[src/rtl/dpram_gen2.sv]
// Dual-port RAM, one write and one read port on a single clock.
// Byte enables, 1/2-cycle read pipeline, collision mode, post-reset clear.
module dpram_gen2 #(
  parameter int DATA_WIDTH     = 8,
  parameter int ADDR_WIDTH     = 4,
  parameter int RD_LATENCY     = 1,
  parameter int COLLISION_MODE = 0,
  parameter int CLEAR_ON_RESET = 1
) (
  input  logic                    clk,
  input  logic                    reset,
  input  logic                    wr_en,
  input  logic [DATA_WIDTH/8-1:0] wr_be,
  input  logic [ADDR_WIDTH-1:0]   wr_addr,
  input  logic [DATA_WIDTH-1:0]   data_in,
  input  logic                    rd_en,
  input  logic [ADDR_WIDTH-1:0]   rd_addr,
  output logic [DATA_WIDTH-1:0]   data_out,
  output logic                    rd_valid,
  output logic                    init_done,
  output logic                    access_drop
);

  localparam int DEPTH = 2 ** ADDR_WIDTH;
  localparam int NB    = DATA_WIDTH / 8;

  typedef enum logic {CLEAR, READY} state_t;

  state_t                  state;
  logic [ADDR_WIDTH-1:0]   cnt;
  logic [DATA_WIDTH-1:0]   mem [DEPTH];
  logic [DATA_WIDTH-1:0]   old_word;
  logic [DATA_WIDTH-1:0]   merged;
  logic [DATA_WIDTH-1:0]   rd_word;
  logic [DATA_WIDTH-1:0]   s1_data;
  logic                    s1_valid;
  logic                    ready;
  logic                    wr_go;
  logic                    rd_go;

  assign ready    = (state == READY);
  assign wr_go    = ready && wr_en;
  assign rd_go    = ready && rd_en;
  assign old_word = mem[wr_addr];

  always_comb begin
    merged = old_word;
    for (int i = 0; i < NB; i++) begin
      if (wr_be[i]) merged[8*i +: 8] = data_in[8*i +: 8];
    end
  end

  // Write-through forwards the merged word; read-old sees pre-edge contents.
  assign rd_word = (COLLISION_MODE == 1 && wr_go && wr_addr == rd_addr)
                 ? merged : mem[rd_addr];

  always_ff @(posedge clk) begin
    if (!reset) begin
      if (!ready) begin
        mem[cnt] <= '0;
      end else if (wr_go) begin
        mem[wr_addr] <= merged;
      end
    end
  end

  always_ff @(posedge clk or posedge reset) begin
    if (reset) begin
      state       <= (CLEAR_ON_RESET != 0) ? CLEAR : READY;
      cnt         <= '0;
      init_done   <= 1'b0;
      access_drop <= 1'b0;
      data_out    <= '0;
      rd_valid    <= 1'b0;
      s1_data     <= '0;
      s1_valid    <= 1'b0;
    end else begin
      access_drop <= !ready && (wr_en || rd_en);
      if (!ready) begin
        cnt <= cnt + 1'b1;
        if (cnt == ADDR_WIDTH'(DEPTH - 1)) begin
          state     <= READY;
          init_done <= 1'b1;
        end
      end else begin
        init_done <= 1'b1;
      end
      if (RD_LATENCY == 2) begin
        s1_valid <= rd_go;
        if (rd_go) s1_data <= rd_word;
        rd_valid <= s1_valid;
        if (s1_valid) data_out <= s1_data;
      end else begin
        rd_valid <= rd_go;
        if (rd_go) data_out <= rd_word;
      end
    end
  end

endmodule

[config.mk]
export PLATFORM = sky130hd
export DESIGN_NAME = dpram_gen2
export DESIGN_NICKNAME = d
export VERILOG_FILES = /design/src/rtl/dpram_gen2.sv
export SDC_FILE = /design/constraint.sdc
export NUM_CORES = 1
export LEC_CHECK = 0
export BUFFER_PORTS_ARGS = -buffer_cell sky130_fd_sc_hd__buf_2
export CORE_MARGIN = 2
export CORE_UTILIZATION = 34
export DETAILED_ROUTE_END_ITERATION = 7
export GPL_TIMING_DRIVEN = 0
export SLEW_MARGIN = 20
export SYNTH_ARGS = -nofsm -noshare
export SYNTH_HDL_FRONTEND = slang
export SYNTH_SLANG_ARGS = --single-unit
[constraint.sdc]
create_clock -name clk -period 4.4 [get_ports clk]
set_clock_uncertainty 0.1 [all_clocks]
set_input_delay 0.66 -clock clk [delete_from_list [all_inputs] [get_ports clk]]
set_output_delay 0.66 -clock clk [all_outputs]
set_load 0.05 [all_outputs]
==> results of run 1 <==
-- registers in the layout, summed over array words and instances, names as in the netlist --
signal	count
mem	128
data_out	8
cnt	4
access_drop	1
init_done	1
rd_valid	1
ready	1
-- metrics by stage --
stage / utilization [%] / power [mW] / instance area, um2 / setup WS [ns] / cells
2_1_floorplan: - / 1.65 / 5830 / 2.18 / 366
3_3_place_gp: 37.6 / 1.71 / 6250 / 1.68 / 616
3_5_place_dp: 37.6 / 1.71 / 6250 / 1.60 / 616
4_1_cts: 41.6 / 3.31 / 6920 / 2.04 / 648
5_1_grt: 41.6 / 3.38 / 6920 / 1.97 / 648
6_report: 41.6 / 3.30 / 6920 / 2.09 / 648
-- how the worst max path moves through the flow --
stage / startpoint / to / slack [ns] / depth (start not counted)
3_5_place_dp: reset / mem[0][1] / 1.60 / 6
6_report: reset / mem[0][1] / 2.09 / 6
4_1_cts: reset / mem[0][1] / 2.04 / 6
5_1_grt: ready / mem[0][1] / 1.97 / 5
3_3_place_gp: reset / mem[2][1] / 1.68 / 6
2_1_floorplan: reset / mem[10][0] / 2.18 / 5
-- cell usage after synthesis, drive strengths merged, types with 3 or more instances --
master	number	area, um2
edfxtp	128	3840
mux2i	65	651
nand2	30	113
a22oi	24	180
nor2	21	81.3
dfrtp	16	400
nand3	16	80.1
buf	15	121
and2	9	56.3
nand4	9	56.3
a31oi	4	37.5
inv	4	15.0
clkbuf	3	15.0
xnor2	3	26.3
-- cell type report --
class | count | area [um2]
Multi-Input combinational cell | 200 | 1430
Buffer | 18 | 136
Sequential cell | 144 | 4240
Fill cell | 1481 | 9720
Timing Repair Buffer | 30 | 150
Inverter | 4 | 15.0
Clock inverter | 12 | 211
Tap cell | 220 | 275
Clock buffer | 20 | 457
-- routing by layer --
layer / global-route usage (%) / wire length [um] / share of wire, % / up-vias
met3: 4.17 / 709 / 5.6 / 19
li1: - / - / - / 1498
met5: 0 / 0 / 0 / -
met2: 21.9 / 5740 / 45 / 98
met4: 6.84 / 276 / 2.2 / 0
met1: 20.3 / 5990 / 47 / 1628
-- cell families after synthesis --
group	Yosys count	share of synthesized area (%)
multiplexers	67	11.6
buffers and inverters	22	2.60
adder cells (fa/ha/maj)	1	0.215
flip-flops	144	72.9
AND/OR/NAND/NOR	98	8.20
AO/OA/AOI/OAI	31	4.06
XOR/XNOR	3	0.451
-- critical path: cells and delay by family --
family	cells	cell delay (ns)
simple gates	3	1.08
buf+inv	2	0.26
mux	1	0.25
-- power by group --
| group | switching, mW | internal, mW | total (mW) |
|---|---|---|---|
| Clock | 0.534 | 1.09 | 1.62 |
| Combinational | 0.125 | 0.0553 | 0.180 |
| Sequential | 0.00761 | 1.49 | 1.50 |
| Total | 0.667 | 2.63 | 3.30 |
==> metrics.md, run 1 <==
| Metric | Value |
|---|---|
| Status | `finished, final reports clean` |
| Die H | `135 um` |
| Pin count of the biggest net entering global routing | `17` |
| Port bufs | `30` |
| Max Slew Vio Count | `0` |
| First drt pass iteration count | `5` |
| Setup bufs post-CTS | `0` |
| Avg Cell Area, Syn | `15.9 um2` |
| Insertion delay to the later sink of the worst-skew pair | `0.42 ns` |
| Chip width | `135 um` |
| Site row count | `47` |
| Vias in the first global route | `3246` |
| Layout cells sized above 1 | `19.9%` |
| Max-Cap Viols | `0` |
| H-tree levels | `4` |
| Initial Util | `35.0%` |
| RSZ-0062 raised after global routing | `false` |
| DP Wirelength | `8350 um` |
| Final hold violation count | `0` |
| GPL Wtd Cong | `0.797` |
| Syn nets | `388` |
| Leakage | `2.77 nW` |
| Power Dens Cells | `477 nW/um2` |
| Drt wl/cell | `19.6 um` |
| Crit path largest cell delay | `0.67 ns` |
| Clk pin slew, worst setup/hold paths | `0.06 ns` |
| Clock root buffer | `clkbuf_16` |
| Setup_tns | `0 ns` |
| Hold buffers post-CTS | `0` |
| First-pass GRT wire length | `19100 um` |
| Crit path launch type | `primary input` |
| Number of synthesized flops with an enable pin | `128` |
| Ys async rst share | `11.1%` |
| Core area | `16600 um2` |
| Tcrit/Tclk final | `52.5%` |
| Commonest non-fill, non-tap cell in the layout | `edfxtp_1` |
| Yosys cell types | `32` |
| Count of final setup violators | `0` |
| HP Class | `in2async` |
| Area grow syn2layout | `18.8%` |
| Nets | `437` |
| Slowest CP cell | `nor2_1` |
| Setup slack, reg-to-reg | `2.10 ns` |
| Total track usage | `14.8%` |
| Clk buf depth | `2` |
| Worst Reg-to-Reg Cells | `5` |
| Post-route DRC violation count | `0` |
| Final Hold Slack | `0.275 ns` |
| Maximum VDD drop | `0.315 mV` |
| Achievable Freq | `433 MHz` |
| Critical path class | `in2reg` |
| Initial DRC Count | `268` |
| Worst EP required | `4.35 ns` |
| Cell Chain, Critical Path | `buf_2 > and4b_1 > buf_6 > mux2i_1 > nand2_1 > nor2_1` |
| Most used DFF post-synth | `edfxtp_1` |
| CTS tree | `built` |
| Minimum clock period | `2.31 ns` |
| Vias | `3243` |
| Origin of the critical flop-to-flop path | `ready` |
| Mapped Area | `5830 um2` |
| #FFs+latches synth | `144` |
| Die area | `18200 um2` |
| Antenna cells | `0` |
| I/O Pins | `32` |
| Commonest non-fill, non-tap cells in the layout | `edfxtp_1 (128), mux2i_1 (65), buf_2 (34)` |
| Worst-path maximum fanout | `9` |
| Detail-routed via count per cell | `5.00` |
| Antenna-violating nets left | `0` |
| Worst-Margin Slew | `0.850 ns` |
| Total grt overflow | `0` |
| Yosys Warn Count | `0` |
| FF-to-FF End | `mem[0][1]` |
| Post-Syn Instances | `366` |
| Crit path DAT | `2.26 ns` |
| Count of clock tree sinks | `144` |
| Seq/Total Area, Yosys | `72.9%` |
| Relative slew slack | `43.1%` |
| Total wire length | `12700 um` |
| CTS buffer count | `17` |
| Post-cts resize count | `0` |
| Initial antenna violation count | `0` |
| Crit. End Element | `flop` |
Note: power is estimated with default switching activity, not from simulation.
==> run 2, diff against run 1 <==
==> constraint.sdc (replaced) <==
create_clock -name clk -period 2 [get_ports clk]
set_clock_uncertainty 0.1 [all_clocks]
set_input_delay 0.3 -clock clk [delete_from_list [all_inputs] [get_ports clk]]
set_output_delay 0.3 -clock clk [all_outputs]
set_load 0.05 [all_outputs]
==> run 2 against run 1 <==
  * Global-route usage grew 0.097 points
  * Via count up 2.7%
  * Clock-buffer cell count did not move
  * Final cell count rose by 1.9%
  * Critical endpoint is now mem[11][0]
==> metrics.md, run 2 (synthesis results as in run 1) <==
| Metric | Value |
|---|---|
| Status | `finished, final reports clean` |
| Total track usage | `14.9%` |
| Power Dens Cells | `991 nW/um2` |
| Slowest CP cell | `a31oi_2` |
| Origin of the critical flop-to-flop path | `ready` |
| GPL Wtd Cong | `0.797` |
| Commonest non-fill, non-tap cells in the layout | `edfxtp_1 (128), mux2i_1 (64), buf_2 (34)` |
| Vias | `3329` |
| Biggest register | `mem` |
| Die area | `18200 um2` |
| Cell count of the worst hold path | `3` |
| Die H | `135 um` |
| Bufs and invs on worst path | `2` |
| Crit path launch type | `flop` |
| Crit path DAT | `2.07 ns` |
| FF-to-FF End | `mem[11][0]` |
| Relative slew slack | `43.8%` |
| DP Wirelength | `8350 um` |
| Insertion delay to the later sink of the worst-skew pair | `0.42 ns` |
| Clk pin slew, worst setup/hold paths | `0.06 ns` |
| Leakage | `2.88 nW` |
| Site row count | `47` |
| Area grow syn2layout | `26.2%` |
| Detail-routed via count per cell | `5.04` |
| Fin area | `7350 um2` |
| Worst-Margin Slew | `0.840 ns` |
| Count of clock tree sinks | `144` |
| Count of final setup violators | `0` |
| Area occupied by registers | `4240 um2` |
| Cell Chain, Critical Path | `and4b_1 > buf_6 > nor2_1 > a31oi_2 > nor2_4 > buf_12` |
| Achievable Freq | `506 MHz` |
| Max-Cap Viols | `0` |
| Regs by FF count | `mem (128), data_out (8), cnt (4)` |
| Final Util | `44.2%` |
| Tcrit/Tclk final | `98.9%` |
| Initial DRC Count | `378` |
| Max Slew Vio Count | `0` |
| I/O Pins | `32` |
| Setup slack, reg-to-reg | `0.02 ns` |
| Worst Reg-to-Reg Cells | `6` |
| Total grt overflow | `0` |
| Pin count of the biggest net entering global routing | `17` |
| Port bufs | `30` |
| Max reg flops | `128` |
| Core area | `16600 um2` |
| Commonest non-fill, non-tap cell in the layout | `edfxtp_1` |
| DP Area | `6250 um2` |
| Antenna-violating nets left | `0` |
| Fill cells | `1438` |
| HP Start | `rd_en` |
| Critical path class | `reg2reg` |
| Total power | `7.28 mW` |
| Vias in the first global route | `3281` |
| Final hold violation count | `0` |
| Crit path largest cell delay | `0.53 ns` |
| Post-route DRC violation count | `0` |
| Maximum VDD drop | `0.671 mV` |
| Minimum clock period | `1.98 ns` |
| Nets | `449` |
| Clock root buffer | `clkbuf_16` |
| First-pass GRT wire length | `19200 um` |
| Crit. End Element | `flop` |
| First drt pass iteration count | `5` |
| Total wire length | `13400 um` |
| Initial Util | `35.0%` |
| Worst EP required | `2.09 ns` |
| CTS tree | `built` |
| H-tree levels | `4` |
| Clk buf depth | `2` |
| CTS buffer count | `17` |
| Multi-input gate area | `1630 um2` |
| Top Family by Delay on Critical Path | `compound AO/OA/AOI/OAI gates` |
| Worst-path maximum fanout | `9` |
| HP Class | `in2reg` |
| Chip width | `135 um` |
| Worst Hold Endpoint | `access_drop` |
| Antenna cells | `0` |
| Layout cells sized above 1 | `28.6%` |
| Initial antenna violation count | `0` |
| Drt wl/cell | `20.2 um` |
run 2: changes by cell type in the layout (fill, tap and decap cells not counted), moves of 4 or more:
cell	before	now
and2_2	0	5
and2_1	9	4
nor2_4	0	17
nand2_1	30	26
nor2_1	20	4
buf_12	0	11
run 2: worst register-to-register path, cell delays in order (launching register included):
cell and delay (ns):
dfrtp_1 0.38, and4b_1 0.22, buf_6 0.16, nor2_1 0.08, a31oi_2 0.53, nor2_4 0.10, buf_12 0.17
run 2: cell type report:
type | instances | area share [%]
clock inverter | 12 | 2.88
buffer | 18 | 1.86
timing repair buffer | 42 | 5.17
inverter | 4 | 0.204
sequential | 144 | 57.7
tap | 220 | 3.74
clock buffer | 20 | 6.21
multi-input combinational | 200 | 22.2
run 2: worst max path at each step:
stage / start / end / depth (start not counted)
floorplan: ready / mem[10][0] / 5
global placement: reset / mem[2][1] / 6
detailed placement: reset / mem[0][1] / 6
CTS: ready / mem[15][7] / 5
global route: ready / mem[11][7] / 6
finish: ready / mem[11][0] / 6
run 2: power by group:
| group | total, mW | leakage, nW | internal (mW) | switching [mW] |
|---|---|---|---|---|
| combinational | 0.424 | 0.972 | 0.131 | 0.293 |
| sequential | 3.30 | 1.58 | 3.28 | 0.0169 |
| clock | 3.56 | 0.327 | 2.39 | 1.17 |
run 2: metrics by stage:
step | setup WS (ns) | cells | hold slack [ns] | TNS [ns]
after global placement | -0.357 | 616 | 0.353 | -29.67
after global routing | -0.0322 | 660 | 0.0672 | -0.605
after floorplan | 0.138 | 366 | 0.114 | 0
after CTS | -0.192 | 649 | 0.0138 | -11.52
final | 0.0227 | 660 | 0.0287 | 0
after detailed placement | -0.440 | 616 | 0.361 | -36.76
run 2: per-layer routing:
layer / share of wire, % / track usage, % / vias up / routed length (um)
li1: - / - / 1523 / -
met1: 45 / 20.2 / 1665 / 5980
met2: 46 / 22.0 / 119 / 6140
met3: 6.7 / 4.32 / 22 / 900
met4: 2.6 / 7.31 / 0 / 342
met5: 0 / 0 / - / 0
run 2: what timing repair did:
action	4_1_cts	5_1_grt
hold endpoints to repair	16	0
endpoints found under the setup margin	128	163
hold buffers	1	0
setup buffers	0	11
pin swaps	0	15
cloned	0	0
gates resized for setup	15	37
==> run 3, diff against run 2 <==
--- a/config.mk
+++ b/config.mk
@@ -10,6 +10,7 @@
 export CORE_UTILIZATION = 34
 export DETAILED_ROUTE_END_ITERATION = 7
 export GPL_TIMING_DRIVEN = 0
+export REMOVE_ABC_BUFFERS = 1
 export SLEW_MARGIN = 20
 export SYNTH_ARGS = -nofsm -noshare
 export SYNTH_HDL_FRONTEND = slang
==> run 3 against run 2 <==
  * Sequential cell count stayed put
  * Critical path depth is 1 lower
  * Core utilization is 0.98 points lower
  * Maximum frequency is 1.2% higher
  * Combinational power is 5.2% lower
  * Setup slack better by 0.024 ns
  * Register-to-register slack better by 0.02 ns
  * Highest routed layer unchanged
==> metrics.md, run 3 (synthesis results as in run 1) <==
| Metric | Value |
|---|---|
| Status | `finished, final reports clean` |
| Cell Chain, Critical Path | `and4b_4 > nor3b_1 > a31oi_2 > nor2_4 > buf_4` |
| Placed Instances | `600` |
| Antenna-violating nets left | `0` |
| Sw Pwr | `1.45 mW` |
| Drt wl/cell | `19.7 um` |
| Total grt overflow | `0` |
| Sw Share | `20.2%` |
| Comb power frac | `5.6%` |
| Crit. End Element | `flop` |
| Final Hold Slack | `0.0370 ns` |
| Core area | `16600 um2` |
| Clk buf depth | `2` |
| Cell count of the worst hold path | `3` |
| Port bufs | `31` |
| Top Family by Delay on Critical Path | `compound AO/OA/AOI/OAI gates` |
| Biggest register | `mem` |
| Area occupied by registers | `4250 um2` |
| Die area | `18200 um2` |
| M3 GR Usage | `3.75%` |
| Final Util | `43.2%` |
| Area grow syn2layout | `23.4%` |
| Relative slew slack | `45.3%` |
| Vias | `3223` |
| Crit path launch type | `flop` |
| M1 GR Usage | `19.2%` |
| Tcrit/Tclk final | `97.7%` |
| Multi-input gate area | `1620 um2` |
| Total power | `7.16 mW` |
| HP Class | `in2reg` |
| Clock root buffer | `clkbuf_16` |
| Count of clock tree sinks | `144` |
| Max-Cap Viols | `0` |
| Regs by FF count | `mem (128), data_out (8), cnt (4)` |
| Insertion delay to the later sink of the worst-skew pair | `0.42 ns` |
| Maximum VDD drop | `0.511 mV` |
| H-tree levels | `4` |
| Number of cells on the critical path | `5` |
| Max reg flops | `128` |
| Final hold violation count | `0` |
| Crit path DAT | `2.04 ns` |
| Layout cells sized above 1 | `26.5%` |
| Max Slew Vio Count | `0` |
| Worst-path maximum fanout | `6` |
| Critical path class | `reg2reg` |
| I/O Pins | `32` |
| Minimum clock period | `1.95 ns` |
| Worst Reg-to-Reg Cells | `5` |
| Power Dens Cells | `996 nW/um2` |
| DP Area | `6160 um2` |
| Bufs and invs on worst path | `1` |
| Total track usage | `14.8%` |
| Leakage | `2.80 nW` |
| Achievable Freq | `512 MHz` |
| Pin count of the biggest net entering global routing | `39` |
| GRT busiest layer | `met2` |
| Count of final setup violators | `0` |
| Post-Layout Cell Count | `647` |
| Internal Power | `5.71 mW` |
| Fin area | `7190 um2` |
| First drt pass iteration count | `4` |
| Worst-Margin Slew | `0.816 ns` |
| Antenna cells | `0` |
| Total wire length | `12800 um` |
| Met2 Resource Use GR | `23.7%` |
| Nets | `436` |
| Clock power frac | `48.3%` |
| Site row count | `47` |
| RSZ-0062 raised after global routing | `true` |
| Chip width | `135 um` |
| Initial DRC Count | `223` |
| DP Wirelength | `7880 um` |
| Fill cells | `1469` |
| Commonest non-fill, non-tap cell in the layout | `edfxtp_1` |
| Post-route DRC violation count | `0` |
| GPL Wtd Cong | `0.828` |
| Initial antenna violation count | `0` |
| Clk pin slew, worst setup/hold paths | `0.06 ns` |
| Crit path largest cell delay | `0.55 ns` |
| CTS buffer count | `17` |
| Seq pwr share | `46.1%` |
| First-pass GRT wire length | `19200 um` |
| Commonest non-fill, non-tap cells in the layout | `edfxtp_1 (128), mux2i_1 (64), buf_2 (30)` |
| CTS tree | `built` |
| Worst EP required | `2.09 ns` |
| Initial Util | `35.0%` |
| Slowest CP cell | `a31oi_2` |
| Vias in the first global route | `3121` |
| Detail-routed via count per cell | `4.98` |
| Die H | `135 um` |
run 3: changes by cell type in the layout (fill, tap and decap cells not counted), moves of 3 or more:
cell | before | now
buf_4 | 4 | 7
clkbuf_2 | 3 | 0
buf_12 | 11 | 7
buf_2 | 34 | 30
and2_1 | 4 | 7
and2_2 | 5 | 2
buf_6 | 6 | 0
run 3: path summary, 6_finish.rpt:
check                       startpoint           to  slack (ns)
max in group asynchronous        reset        ready        0.79
min in group asynchronous        reset     rd_valid        0.49
min reg2reg                data_out[5]  data_out[5]        0.37
max                              ready   mem[13][4]        0.05
max reg2reg                      ready   mem[13][4]        0.05
min                              rd_en  access_drop        0.04
run 3: area by class of cell:
| class | instances | area share [%] |
|---|---|---|
| repair buffers | 46 | 5.29 |
| clock buffers | 17 | 5.92 |
| multi-input cells | 201 | 22.6 |
| clock inverters | 15 | 3.08 |
| well taps | 220 | 3.83 |
| inverters | 4 | 0.209 |
| flip-flops and latches | 144 | 59.1 |
run 3: worst register-to-register path: stages, from the launching register on:
cell	delay, ns
dfrtp_2	0.41
and4b_4	0.31
nor3b_1	0.08
a31oi_2	0.55
nor2_4	0.11
buf_4	0.17
run 3: power by group through the flow:
stage	logic [mW]	clock network (mW)	registers [mW]
6_report	0.402	3.46	3.30
5_1_grt	0.431	3.65	3.30
2_1_floorplan	0.142	0	3.43
3_3_place_gp	0.375	0	3.36
3_5_place_dp	0.381	0	3.36
4_1_cts	0.403	3.52	3.30
run 3: per-stage QoR:
stage          setup slack [ns]  setup TNS, ns
4_1_cts                  0.0729              0
2_1_floorplan            -0.251         -27.35
3_5_place_dp             -0.821        -115.45
5_1_grt                 -0.0188         -0.225
3_3_place_gp             -0.887         -96.63
6_report                 0.0469              0
run 3: repair_timing:
action                                  in CTS  in global routing
hold endpoints to repair                    16                  0
endpoints found under the setup margin     256                 64
cloned                                       1                  0
hold buffers                                 1                  0
setup buffers                               13                  0
resized for setup                           43                  4
pin swaps                                   10                  1
run 3: metal layers:
| layer | vias to the layer above | routed length [um] |
|---|---|---|
| met3 | 20 | 726 |
| li1 | 1510 | - |
| met4 | 0 | 247 |
| met2 | 97 | 6230 |
| met1 | 1596 | 5570 |
| met5 | - | 0 |
